File: config.mk
export PLATFORM = sky130hd
export DESIGN_NAME = zz_rle_encoder
export DESIGN_NICKNAME = d
export VERILOG_FILES = /design/src/rtl/zz_rle_encoder.sv
export SDC_FILE = /design/constraint.sdc
export NUM_CORES = 1
export LEC_CHECK = 0
export ABC_CLOCK_PERIOD_IN_PS = 20100
export CAP_MARGIN = 5
export CORE_MARGIN = 3
export CORE_UTILIZATION = 31
export DETAILED_ROUTE_END_ITERATION = 10
export HOLD_SLACK_MARGIN = 0.05
export REMOVE_ABC_BUFFERS = 1
export SETUP_SLACK_MARGIN = 0.02
export SLEW_MARGIN = 20
export SYNTH_ARGS = -nofsm -noshare
export SYNTH_HDL_FRONTEND = slang
export SYNTH_SLANG_ARGS = --single-unit
File: constraint.sdc
create_clock -name clk -period 20.1 [get_ports clk]
set_clock_uncertainty 0.05 [all_clocks]
set_input_delay 2.01 -clock clk [delete_from_list [all_inputs] [get_ports clk]]
set_output_delay 2.01 -clock clk [all_outputs]
set_load 0.005 [all_outputs]
File: src/rtl/zz_rle_encoder.sv
// zz_rle_encoder: zigzag block to JPEG DC/AC/ZRL/EOB symbol stream.
// Ports: clk, rst (async high), blk_* block input handshake, sym_* symbol output handshake.
module zz_rle_encoder #(
    parameter int COEF_W = 8
) (
    input  logic                  clk,
    input  logic                  rst,
    input  logic                  blk_valid,
    output logic                  blk_ready,
    input  logic [64*COEF_W-1:0]  blk_data,
    output logic                  sym_valid,
    input  logic                  sym_ready,
    output logic                  sym_dc,
    output logic [3:0]            sym_run,
    output logic [3:0]            sym_size,
    output logic [COEF_W:0]       sym_amp,
    output logic                  sym_last
);

    localparam int AW = COEF_W + 1;

    typedef enum logic [2:0] {
        S_IDLE, S_DC, S_SCAN, S_ZRL, S_AC, S_EOB
    } state_t;

    state_t               r_state;
    logic [64*COEF_W-1:0] r_blk;
    logic [5:0]           r_idx;
    logic [5:0]           r_run;
    logic signed [COEF_W-1:0] r_prev_dc;

    logic          r_sym_valid;
    logic          r_sym_dc;
    logic [3:0]    r_sym_run;
    logic [3:0]    r_sym_size;
    logic [AW-1:0] r_sym_amp;
    logic          r_sym_last;

    logic signed [COEF_W-1:0] w_coef [64];
    logic signed [COEF_W-1:0] w_dc_in;
    logic signed [COEF_W-1:0] w_cur;
    logic signed [AW-1:0]     w_dc_diff;
    logic signed [AW-1:0]     w_cur_x;
    logic [3:0]               w_dc_cat;
    logic [3:0]               w_cur_cat;
    logic [AW-1:0]            w_dc_amp;
    logic [AW-1:0]            w_cur_amp;
    logic [5:0]               w_run_less;

    // Magnitude category: position of the highest set bit of |v|.
    function automatic logic [3:0] f_cat(input logic signed [AW-1:0] v);
        logic [AW-1:0] mag;
        logic [3:0]    c;
        mag = v[AW-1] ? -v : v;
        c   = 4'd0;
        for (int i = 0; i < AW; i++) begin
            if (mag[i]) c = 4'(i + 1);
        end
        return c;
    endfunction

    // Negative values are sent as (v-1) keeping only the low cat bits.
    function automatic logic [AW-1:0] f_enc(input logic signed [AW-1:0] v,
                                            input logic [3:0] c);
        logic [AW-1:0] mask;
        logic [AW-1:0] u;
        mask = ~({AW{1'b1}} << c);
        u    = v;
        return v[AW-1] ? ((u - AW'(1)) & mask) : u;
    endfunction

    for (genvar k = 0; k < 64; k++) begin : g_coef
        assign w_coef[k] = r_blk[(64-k)*COEF_W-1 -: COEF_W];
    end

    assign w_dc_in    = blk_data[64*COEF_W-1 -: COEF_W];
    assign w_dc_diff  = AW'(w_dc_in) - AW'(r_prev_dc);
    assign w_cur      = w_coef[r_idx];
    assign w_cur_x    = AW'(w_cur);
    assign w_dc_cat   = f_cat(w_dc_diff);
    assign w_cur_cat  = f_cat(w_cur_x);
    assign w_dc_amp   = f_enc(w_dc_diff, w_dc_cat);
    assign w_cur_amp  = f_enc(w_cur_x, w_cur_cat);
    assign w_run_less = r_run - 6'd16;

    always_ff @(posedge clk or posedge rst) begin
        if (rst) begin
            r_state     <= S_IDLE;
            r_blk       <= '0;
            r_idx       <= '0;
            r_run       <= '0;
            r_prev_dc   <= '0;
            r_sym_valid <= 1'b0;
            r_sym_dc    <= 1'b0;
            r_sym_run   <= '0;
            r_sym_size  <= '0;
            r_sym_amp   <= '0;
            r_sym_last  <= 1'b0;
        end else begin
            unique case (r_state)
                S_IDLE: begin
                    if (blk_valid) begin
                        r_blk       <= blk_data;
                        r_idx       <= 6'd1;
                        r_run       <= '0;
                        r_state     <= S_DC;
                        r_sym_valid <= 1'b1;
                        r_sym_dc    <= 1'b1;
                        r_sym_run   <= '0;
                        r_sym_size  <= w_dc_cat;
                        r_sym_amp   <= w_dc_amp;
                        r_sym_last  <= 1'b0;
                    end
                end
                S_DC: begin
                    if (sym_ready) begin
                        r_prev_dc   <= w_coef[0];
                        r_state     <= S_SCAN;
                        r_sym_valid <= 1'b0;
                        r_sym_dc    <= 1'b0;
                        r_sym_size  <= '0;
                        r_sym_amp   <= '0;
                    end
                end
                S_SCAN: begin
                    if (w_cur == '0) begin
                        if (r_idx == 6'd63) begin
                            // Trailing zeros collapse into EOB, no ZRL.
                            r_state     <= S_EOB;
                            r_sym_valid <= 1'b1;
                            r_sym_run   <= '0;
                            r_sym_size  <= '0;
                            r_sym_amp   <= '0;
                            r_sym_last  <= 1'b1;
                        end else begin
                            r_run <= r_run + 6'd1;
                            r_idx <= r_idx + 6'd1;
                        end
                    end else if (r_run >= 6'd16) begin
                        r_state     <= S_ZRL;
                        r_sym_valid <= 1'b1;
                        r_sym_run   <= 4'd15;
                        r_sym_size  <= '0;
                        r_sym_amp   <= '0;
                        r_sym_last  <= 1'b0;
                    end else begin
                        r_state     <= S_AC;
                        r_sym_valid <= 1'b1;
                        r_sym_run   <= r_run[3:0];
                        r_sym_size  <= w_cur_cat;
                        r_sym_amp   <= w_cur_amp;
                        r_sym_last  <= (r_idx == 6'd63);
                    end
                end
                S_ZRL: begin
                    if (sym_ready) begin
                        r_run <= w_run_less;
                        if (w_run_less < 6'd16) begin
                            r_state    <= S_AC;
                            r_sym_run  <= w_run_less[3:0];
                            r_sym_size <= w_cur_cat;
                            r_sym_amp  <= w_cur_amp;
                            r_sym_last <= (r_idx == 6'd63);
                        end
                    end
                end
                S_AC: begin
                    if (sym_ready) begin
                        r_run       <= '0;
                        r_sym_valid <= 1'b0;
                        r_sym_run   <= '0;
                        r_sym_size  <= '0;
                        r_sym_amp   <= '0;
                        r_sym_last  <= 1'b0;
                        if (r_idx == 6'd63) begin
                            r_state <= S_IDLE;
                        end else begin
                            r_idx   <= r_idx + 6'd1;
                            r_state <= S_SCAN;
                        end
                    end
                end
                S_EOB: begin
                    if (sym_ready) begin
                        r_state     <= S_IDLE;
                        r_sym_valid <= 1'b0;
                        r_sym_last  <= 1'b0;
                    end
                end
                default: r_state <= S_IDLE;
            endcase
        end
    end

    assign blk_ready = (r_state == S_IDLE);
    assign sym_valid = r_sym_valid;
    assign sym_dc    = r_sym_dc;
    assign sym_run   = r_sym_run;
    assign sym_size  = r_sym_size;
    assign sym_amp   = r_sym_amp;
    assign sym_last  = r_sym_last;

endmodule

==> results of run 1 <==
## metal layers
layer | up-vias | global-route usage
met5 | - | 0
met4 | 32 | 0.0673
met3 | 158 | 0.0516
met2 | 474 | 0.319
met1 | 9540 | 0.222
li1 | 8474 | -
## cell usage in the layout, fill, tap and decap left out, types with 6 or more instances in the layout
cell | netlist | routed
dfrtp_1 | 555 | 553
clkdlybuf4s50_1 | 0 | 536
mux2_2 | 516 | 516
mux2i_1 | 126 | 126
nand2_1 | 75 | 75
clkbuf_16 | 0 | 70
a22oi_1 | 66 | 66
mux4_2 | 63 | 63
nor2_1 | 54 | 52
a21oi_1 | 42 | 42
nand3_1 | 35 | 35
o21ai_0 | 30 | 30
diode_2 | 0 | 28
inv_1 | 26 | 25
nor3_1 | 20 | 18
buf_4 | 7 | 17
o31ai_1 | 16 | 16
clkbuf_1 | 75 | 16
ha_1 | 15 | 15
clkbuf_8 | 0 | 14
xnor2_1 | 13 | 13
and2_1 | 12 | 12
a22o_1 | 10 | 10
nor2b_1 | 11 | 9
nand4_1 | 9 | 9
or3_1 | 9 | 9
a31oi_1 | 9 | 9
and3_1 | 8 | 8
clkinv_2 | 0 | 8
nand2b_1 | 7 | 7
nor4_1 | 7 | 7
a21o_1 | 7 | 7
xor2_1 | 7 | 7
o211ai_1 | 7 | 7
a211oi_1 | 6 | 6
## path summary, 6_finish.rpt
path	from	end	cells past startpoint
worst max-delay path	r_idx[1]$_DFFE_PP0P_	sym_amp[2]$_DFFE_PP0P_	15
max in group asynchronous	rst	r_blk[386]$_DFFE_PP0P_	4
worst min register to register	r_blk[49]$_DFFE_PP0P_	r_blk[49]$_DFFE_PP0P_	1
worst max register to register	r_idx[1]$_DFFE_PP0P_	sym_amp[2]$_DFFE_PP0P_	15
min in group asynchronous	rst	r_blk[102]$_DFFE_PP0P_	2
worst min-delay path	r_blk[49]$_DFFE_PP0P_	r_blk[49]$_DFFE_PP0P_	1
## registers in the layout, summed over array words and instances (netlist names), 3 cells and up
| register | flops |
|---|---|
| r_blk | 512 |
| r_prev_dc | 8 |
| sym_run | 4 |
| sym_size | 4 |
| r_run | 6 |
| sym_amp | 9 |
| r_idx | 6 |
| r_state | 3 |
## layout make-up
type | count | area share
multi-input combinational | 1276 | 0.344
antenna | 28 | 0.00196
clock buffer | 100 | 0.0561
clock inverter | 25 | 0.00890
sequential | 555 | 0.389
tap | 1144 | 0.0401
inverter | 26 | 0.00294
timing repair buffer | 559 | 0.157
## per-stage QoR
step | hold slack [ns] | utilization | instance area [µm²]
floorplan | 0.413 | - | 26200
global placement | 0.419 | 0.389 | 33300
detailed placement | 0.441 | 0.389 | 33300
CTS | 0.453 | 0.417 | 35600
global route | 0.464 | 0.417 | 35700
finish | 0.448 | 0.417 | 35700
## power by group through the flow
stage	registers [mW]	clock network (mW)	logic, mW
global route	2.12	1.34	2.78
CTS	2.05	1.30	2.58
detailed placement	2.07	0	2.57
floorplan	2.01	0	2.68
finish	2.04	1.26	2.56
global placement	2.04	0	2.52
## cells by family (layout without fill, tap and decap cells)
group,Yosys count,after routing,share of synthesized area
muxes,710,710,0.319
DFF,555,555,0.517
and+or+nand+nor,268,268,0.0498
AOI/OAI and AO/OA,262,262,0.0733
buffers and inverters,154,710,0.0266
xor gates and xnor gates,20,20,0.00652
adders and majority gates,16,16,0.00773
other,0,28,0
==> metrics, run 1 <==
status=complete, no violations; power share of the clock group=0.214; # hold bufs at CTS=0; required time of the critical path=about 20 ns; Mapped Area=0.0269 mm²; post-CTS setup buffer count=0; layout overhead on the synthesized area=32.9%; setup TNS=0 ns; Max IR drop VDD=93.0 µV; H-tree depth=3; WP buf/inv=2; vias in the first global route=just over 20,000; internal reg-to-reg setup slack=13.31 ns; final worst-path cycle share=0.338; combinational power share=0.436; max layer used=met5; Clock Path Buffers=3; Leak=between 10 and 15 nW; crit-path cells=buf_4 -> buf_12 -> mux4_2 -> a22oi_1 -> nand2_1 -> a211oi_2 -> ha_1 -> nand2_1 -> nor4_1 -> o2111ai_2 -> nor2_1 -> o31ai_1 -> a21oi_1 -> nor3_1 -> a221o_1; Die Ht=about 300 µm; Final min period=6.79 ns; Vias/cell=slightly above 5; met1 WL=roughly 34,000 µm; P per Cell Area=164 mW/mm²; Psw=2.06 mW; Register Area=between 0.01 and 0.015 mm²; Primary FF master, synth=dfrtp_1; Synth area leaders=dfrtp_1 (52%), mux2_2 (22%), mux4_2 (5.3%); fillers=7,854; total power=between 5 and 6 mW; routed len/inst=22.9 µm; RSZ-0062 raised after global routing=no; crit path kind=flop to flop; met2 wire len=about 43,000 µm; Hold Vio Cnt, Final=0; clk sinks=~560; CP most frequent cell=nand2_1; Clk pin slew, worst setup/hold paths=0.06 ns; fin cells=3,713; Flop pwr share=0.349; routed via count=between 15,000 and 20,000; most common cell in the netlist=dfrtp_1; synth cell count leaders=dfrtp_1 (555), mux2_2 (516), mux2i_1 (126); DR WL met3=between 5000 and 6000 µm; Root Buffer=clkbuf_16; Pre-Repair DR Iteration Count=5; setup violators final=0; initial core utilization=0.314; asr flop ratio synth=1.00; Yosys warnings=0; Ports=between 500 and 600; footprint of the multi-input gates=roughly 0.012 mm²; Max Slew Vio Count=0; die width=300 µm; Int Power=between 3 and 4 mW; post-synthesis cell type count=85; clk_lat worst skew=roughly 0.60 ns; first-pass GRT wire length=approximately 130,000 µm; sw frac=0.351; Placer Congestion=0.855; Post-synth EDFFs=0; pre-CTS setup slack=around 13 ns; Tightest Hold Check Type=flop to flop; Rel. slew slack=0.132; placed cell count=3,560; DR iter-0 viols=between 1,000 and 1,500; Residual DRC=0; Num CTS Buffers=70; fmax=between 100 and 150 MHz; Yosys top cell area share=0.517; delay-heaviest family, CP=compound AO/OA/AOI/OAI gates; worst-path maximum fanout=~110; IO Port Bufs=536; CTS tree=yes; hpwl dp=61,000 µm; largest net degree at the start of global routing=a little under 200; crit-path max cell delay=around 0.8 ns; worst-margin pin slew=roughly 1.3 ns; register area share after synthesis=0.517; CP endpoint kind=flop; CTS resizes=0; Critical Path Source Type=flop; core footprint=0.0855 mm²; slowest CP cell=buf_4; std cell rows=about 110; GRT Overall Usage=0.186; post-synth top area cell=dfrtp_1; Routed WL=~85,000 µm; Syn Area/Cell=13.5 µm²; die area=around 0.09 mm²; register bit total from synthesis=roughly 560; Final #Nets=3,020; ANT nets after route=0; global route total overflow=0; Synth Instances=~2,000; Max-Cap Viols=0; final worst slack=13.31 ns; Worst EP arrival=slightly above 7 ns; layout cells sized above 1=0.295; initial antenna violation count=44
Power figures use the tool's default switching activity.
==> inputs of run 2 (changes only) <==
--- a/config.mk
+++ b/config.mk
@@ -5,7 +5,7 @@
 export SDC_FILE = /design/constraint.sdc
 export NUM_CORES = 1
 export LEC_CHECK = 0
-export ABC_CLOCK_PERIOD_IN_PS = 20100
+export ABC_CLOCK_PERIOD_IN_PS = 6450
 export CAP_MARGIN = 5
 export CORE_MARGIN = 3
 export CORE_UTILIZATION = 31
==> constraint.sdc (replaced) <==
create_clock -name clk -period 6.45 [get_ports clk]
set_clock_uncertainty 0.05 [all_clocks]
set_input_delay 0.645 -clock clk [delete_from_list [all_inputs] [get_ports clk]]
set_output_delay 0.645 -clock clk [all_outputs]
set_load 0.005 [all_outputs]
==> run 2 against run 1 <==
Effect of this change: sequential share of layout area fell by 0.12 points; non-clock buffer count rose by 11; highest routed layer unchanged; die area did not move; cell count barely moved; core utilization rose by 0.13 points.
==> metrics, run 2 (synthesized netlist as in run 1, its figures left out) <==
fillers=7,907 (+0.67%); largest register by flop count=r_blk; most frequent cells in the layout=dfrtp_1 (553), clkdlybuf4s50_1 (536), mux2_2 (516), mux2i_1 (126), nand2_1 (75); Max-Cap Viols=0 (unchanged); P per Cell Area=513 mW/mm² (+210%); layout overhead on the synthesized area=33.3%; global route total overflow=0 (unchanged); IO Port Bufs=536 (unchanged); clk_lat worst skew=0.61 ns (about the same); Leak=14.1 nW (+0.59%); die width=300 µm (unchanged); Clk pin slew, worst setup/hold paths=0.06 ns (about the same); Max Slew Vio Count=0 (unchanged); CP endpoint kind=flop; sw frac=0.356 (+0.00411); final worst slack=0.631 ns (-12.68 ns); setup violators final=0 (unchanged); # hold bufs at CTS=0 (unchanged); Die Ht=300 µm (unchanged); pre-CTS setup slack=0.575 ns (-12.66 ns); fin area=0.0358 mm² (+0.30%); clk sinks=555 (unchanged); combinational power share=0.440 (+0.004); Final #Nets=3,027 (+0.23%); first-pass GRT wire length=129,000 µm (+1.6%); internal reg-to-reg setup slack=0.63 ns (-12.68 ns); Residual DRC=0 (unchanged); Max IR drop VDD=290 µV (+210%); Largest register FFs=512 (unchanged); worst min-delay path endpoint=sym_amp[7]$_DFFE_PP0P_; Reg2Reg Launch Point=r_idx[0]$_DFFE_PP0P_; std cell rows=107 (unchanged); fin cells=3,712 (-0.027%); Int Power=11.8 mW (+210%); min-delay src=sym_amp[7]$_DFFE_PP0P_; hpwl dp=63,100 µm (+3.4%); routed via count=18,800 (+0.90%); layout cells sized above 1=0.299 (+0.00437); worst-path maximum fanout=35 (-69%); Final Core Density=0.419 (+0.00126); power share of the clock group=0.212 (-0.002); largest net degree at the start of global routing=192 (-1.5%); Worst EP arrival=6.22 ns (-1.01 ns); routed len/inst=23.3 µm (+1.9%); Pre-Repair DR Iteration Count=5 (unchanged); worst-margin pin slew=1.02 ns (-0.284 ns); fmax=172 MHz (+17%); post-CTS setup buffer count=0 (unchanged); placed cell count=3,569 (+0.25%); H-tree depth=3 (unchanged); footprint of the multi-input gates=0.0123 mm² (unchanged); RSZ-0062 raised after global routing=no; r2r endpoint=r_idx[5]$_DFFE_PP0P_; Root Buffer=clkbuf_16; GRT Overall Usage=0.188 (+0.00256); Register Area=0.0139 mm² (unchanged); Hold Vio Cnt, Final=0 (unchanged); vias in the first global route=20,500 (-0.088%); crit path kind=flop to flop; die area=0.0902 mm² (unchanged); FF-to-FF path depth=14 (-1); commonest non-fill, non-tap cell in the layout=dfrtp_1; Routed WL=86,700 µm (+1.9%); ANT nets after route=0 (unchanged); Rel. slew slack=0.322 (+0.189); Num CTS Buffers=66 (-5.7%); CTS resizes=0 (unchanged); Final min period=5.82 ns (-0.972 ns); core footprint=0.0855 mm² (unchanged); Tightest Hold Check Type=flop to flop; DR iter-0 viols=1,142 (+14%); status=complete, no violations; initial core utilization=0.314 (unchanged); Clock Path Buffers=3 (unchanged); Placed Area=0.0334 mm² (+0.28%); Ports=537 (unchanged); CTS tree=yes; Flop pwr share=0.348 (about the same); Critical Path Source Type=flop; Placer Congestion=0.851 (-0.54%); initial antenna violation count=32 (-27%); setup TNS=0 ns (unchanged); required time of the critical path=6.85 ns (-13.69 ns); final worst-path cycle share=0.902 (+0.564); Vias/cell=5.08 (+0.93%); Worst Hold Path Cells=2 (+1); Psw=6.53 mW (+220%)
run 2: worst max-delay path by stage:
| stage | start | end | depth (start not counted) |
|---|---|---|---|
| 2_1_floorplan | blk_valid | r_blk[0]$_DFFE_PP0P_ | 3 |
| 3_3_place_gp | r_idx[0]$_DFFE_PP0P_ | r_idx[5]$_DFFE_PP0P_ | 14 |
| 3_5_place_dp | r_idx[0]$_DFFE_PP0P_ | r_idx[5]$_DFFE_PP0P_ | 14 |
| 4_1_cts | r_idx[0]$_DFFE_PP0P_ | r_idx[5]$_DFFE_PP0P_ | 14 |
| 5_1_grt | r_idx[0]$_DFFE_PP0P_ | sym_run[2]$_DFFE_PP0P_ | 14 |
| 6_report | r_idx[0]$_DFFE_PP0P_ | r_idx[5]$_DFFE_PP0P_ | 14 |
run 2: per-layer routing:
layer | global-route usage | wire, µm | vias up
met5 | 0 | 122 | -
met1 | 0.229 | 35100 | 9683
met4 | 0.0623 | 2240 | 20
met3 | 0.0434 | 4950 | 139
li1 | - | - | 8477
met2 | 0.328 | 44200 | 528
run 2: final cells by class:
cell class,count,area share
inverters,26,0.00293
clock inverters,24,0.00936
well taps,1144,0.0400
repair buffers,570,0.160
diodes,24,0.00168
flip-flops and latches,555,0.388
clock buffers,93,0.0548
multi-input cells,1276,0.343
run 2: through the flow:
| stage | hold slack (ns) | total power, mW |
|---|---|---|
| final | 0.421 | 18.4 |
| after global routing | 0.457 | 19.5 |
| after CTS | 0.424 | 18.6 |
| after detailed placement | 0.409 | 14.6 |
| after global placement | 0.419 | 14.3 |
| after floorplan | 0.413 | 10.8 |
run 2: critical path: stages, from the launching register on:
cell	delay, ns
dfrtp_4	0.90
buf_12	0.30
mux4_2	0.52
a22oi_1	0.23
nand2_1	0.22
a211oi_2	0.74
ha_1	0.46
nand2_1	0.09
nor4_1	0.53
o2111ai_2	0.37
or3_1	0.50
a21oi_4	0.26
nand4_1	0.15
xnor2_1	0.19
nor2_1	0.06
run 2: power groups by stage:
| stage | combinational, mW | clock (mW) | sequential, mW |
|---|---|---|---|
| after floorplan | 5.35 | 0 | 5.42 |
| after global placement | 7.97 | 0 | 6.36 |
| after detailed placement | 8.11 | 0 | 6.46 |
| after CTS | 8.15 | 4.02 | 6.40 |
| after global routing | 8.77 | 4.15 | 6.62 |
| final | 8.08 | 3.90 | 6.40 |
==> inputs of run 3 (changes only) <==
--- a/config.mk
+++ b/config.mk
@@ -8,9 +8,10 @@
 export ABC_CLOCK_PERIOD_IN_PS = 6450
 export CAP_MARGIN = 5
 export CORE_MARGIN = 3
-export CORE_UTILIZATION = 31
+export CORE_UTILIZATION = 52
 export DETAILED_ROUTE_END_ITERATION = 10
 export HOLD_SLACK_MARGIN = 0.05
+export PLACE_DENSITY = 0.8
 export REMOVE_ABC_BUFFERS = 1
 export SETUP_SLACK_MARGIN = 0.02
 export SLEW_MARGIN = 20
==> run 3 against run 2 <==
Effect of this change: critical path depth stayed put; via count up 0.48%; cell count fell by 13%; worst hold slack improved by 0.012 ns; clock-buffer cell count down 14; worst setup slack better by 0.24 ns; non-clock buffer count shrank 8; die area decreased by 40%; design area fell by 2.7%; sequential share of layout area increased by 1.1 points; combinational power decreased by 1%; global-route usage grew 11 points.
==> metrics, run 3 (synthesized netlist as in run 1, its figures left out) <==
Largest register FFs=512 (unchanged); worst-path maximum fanout=40 (+14%); first-pass GRT wire length=121,000 µm (-5.9%); Ports=537 (unchanged); global route total overflow=0 (unchanged); combinational power share=0.445 (+0.005); largest register by flop count=r_blk; Rel. slew slack=0.191 (-0.130); Residual DRC=0 (unchanged); core footprint=0.0506 mm² (-41%); power share of the clock group=0.196 (-0.016); die width=233 µm (-22%); Clock Path Buffers=3 (unchanged); origin of the worst setup path=r_idx[0]$_DFFE_PP0P_; layout overhead on the synthesized area=29.8%; final worst-path cycle share=0.864 (-0.0379); Placed Area=0.0328 mm² (-1.9%); Final #Nets=3,010 (-0.56%); initial core utilization=0.531 (+0.217); std cell rows=82 (-23%); Final min period=5.57 ns (-0.244 ns); ANT nets after route=0 (unchanged); crit path kind=flop to flop; H-tree depth=2 (-1); Tightest Hold Check Type=flop to flop; Max IR drop VDD=340 µV (+17%); # hold bufs at CTS=0 (unchanged); setup TNS=0 ns (unchanged); required time of the critical path=6.88 ns (+0.03 ns); layout cells sized above 1=0.291 (-0.00838); routed via count=18,900 (+0.48%); fillers=3,530 (-55%); die area=0.0544 mm² (-40%); Pre-Repair DR Iteration Count=5 (unchanged); CP endpoint kind=flop; Vias/cell=5.87 (+16%); post-CTS setup buffer count=0 (unchanged); Die Ht=233 µm (-22%); routed len/inst=25.3 µm (+8.3%); Placer Congestion=0.856 (+0.63%); most frequent cells in the layout=dfrtp_1 (553), clkdlybuf4s50_1 (536), mux2_2 (516), mux2i_1 (126), nand2_1 (75); commonest non-fill, non-tap cell in the layout=dfrtp_1; Psw=6.30 mW (-3.5%); Reg2Reg Launch Point=r_idx[0]$_DFFE_PP0P_; Clk pin slew, worst setup/hold paths=0.06 ns (about the same); Flop pwr share=0.360 (+0.012); sw frac=0.352 (-0.00358); clk sinks=555 (unchanged); Int Power=11.6 mW (-2.0%); Max Slew Vio Count=0 (unchanged); Root Buffer=clkbuf_16; largest net degree at the start of global routing=218 (+14%); RSZ-0062 raised after global routing=no; Max-Cap Viols=0 (unchanged); Num CTS Buffers=57 (-14%); IO Port Bufs=536 (unchanged); P per Cell Area=514 mW/mm² (+0.11%); DR iter-0 viols=1,313 (+15%); vias in the first global route=20,000 (-2.3%); setup violators final=0 (unchanged); initial antenna violation count=48 (+50%); CTS tree=yes; worst-margin pin slew=1.21 ns (+0.191 ns); placed cell count=3,090 (-13%); Register Area=0.0139 mm² (unchanged); fmax=179 MHz (+4.4%); Critical Path Source Type=flop; Leak=13.9 nW (-1.4%); CTS resizes=0 (unchanged); Hold Vio Cnt, Final=0 (unchanged); GRT Overall Usage=0.295 (+0.107); fin area=0.0349 mm² (-2.7%); fin cells=3,224 (-13%); status=complete, no violations; Routed WL=81,500 µm (-5.9%); total power=17.9 mW (-2.5%); Worst EP arrival=6.00 ns (-0.22 ns); final hold slack=0.434 ns (+0.0123 ns); min-delay src=sym_run[1]$_DFFE_PP0P_; hpwl dp=59,000 µm (-6.6%); clk_lat worst skew=0.62 ns (about the same); footprint of the multi-input gates=0.0123 mm² (about the same)
## run 3: cell count changes in the layout (fill, tap and decap cells not counted), moves of 3 or more
cell | before | now
inv_16 | 3 | 0
clkbuf_8 | 19 | 13
clkbuf_16 | 67 | 57
diode_2 | 24 | 31
bufinv_16 | 4 | 8
clkinv_2 | 7 | 11
buf_4 | 26 | 18
## run 3: area by class of cell
class / count / area share
sequential: 555 / 0.399
multi-input combinational: 1276 / 0.352
timing repair buffer: 562 / 0.163
clock buffer: 79 / 0.0470
tap: 672 / 0.0241
clock inverter: 23 / 0.0103
inverter: 26 / 0.00301
antenna: 31 / 0.00222
## run 3: power by group through the flow
stage | logic (mW) | clock network [mW] | registers, mW
after floorplan | 5.35 | 0 | 5.42
after global placement | 7.69 | 0 | 6.34
after detailed placement | 7.88 | 0 | 6.46
after CTS | 7.95 | 3.54 | 6.43
after global routing | 8.57 | 3.69 | 6.65
final | 7.97 | 3.50 | 6.44
## run 3: worst max-delay path: stages (launching register included)
cell and delay (ns):
dfrtp_4 0.95, buf_4 0.41, mux4_2 0.55, a22oi_1 0.22, nand2_1 0.15, a211oi_4 0.52, ha_1 0.42, nand2_1 0.09
nor4_1 0.50, o2111ai_1 0.25, a211oi_2 0.33, o22ai_2 0.17, o41ai_2 0.38, nor3_1 0.10, a221o_1 0.27
## run 3: path summary, 6_finish.rpt
path / depth (start not counted) / endpoint / slack, ns
max: 14 / sym_amp[2]$_DFFE_PP0P_ / 0.88
min: 2 / sym_run[1]$_DFFE_PP0P_ / 0.43
max reg2reg: 14 / sym_amp[2]$_DFFE_PP0P_ / 0.88
min reg2reg: 2 / sym_run[1]$_DFFE_PP0P_ / 0.43
max in group asynchronous: 3 / r_blk[470]$_DFFE_PP0P_ / 4.35
min in group asynchronous: 2 / r_blk[141]$_DFFE_PP0P_ / 0.58
## run 3: per-layer routing
layer / track usage / wire length, µm / part of all wire
met4: 0.125 / 2840 / 0.035
met3: 0.0859 / 5990 / 0.074
met5: 0 / 277 / 0.0034
met1: 0.361 / 31800 / 0.39
met2: 0.491 / 40700 / 0.50
## run 3: metrics by stage
step / setup WS [ns] / util
after floorplan: -32.67 / -
after global placement: 0.991 / 0.648
after detailed placement: 0.952 / 0.648
after CTS: 0.886 / 0.687
after global routing: 0.435 / 0.689
final: 0.876 / 0.689
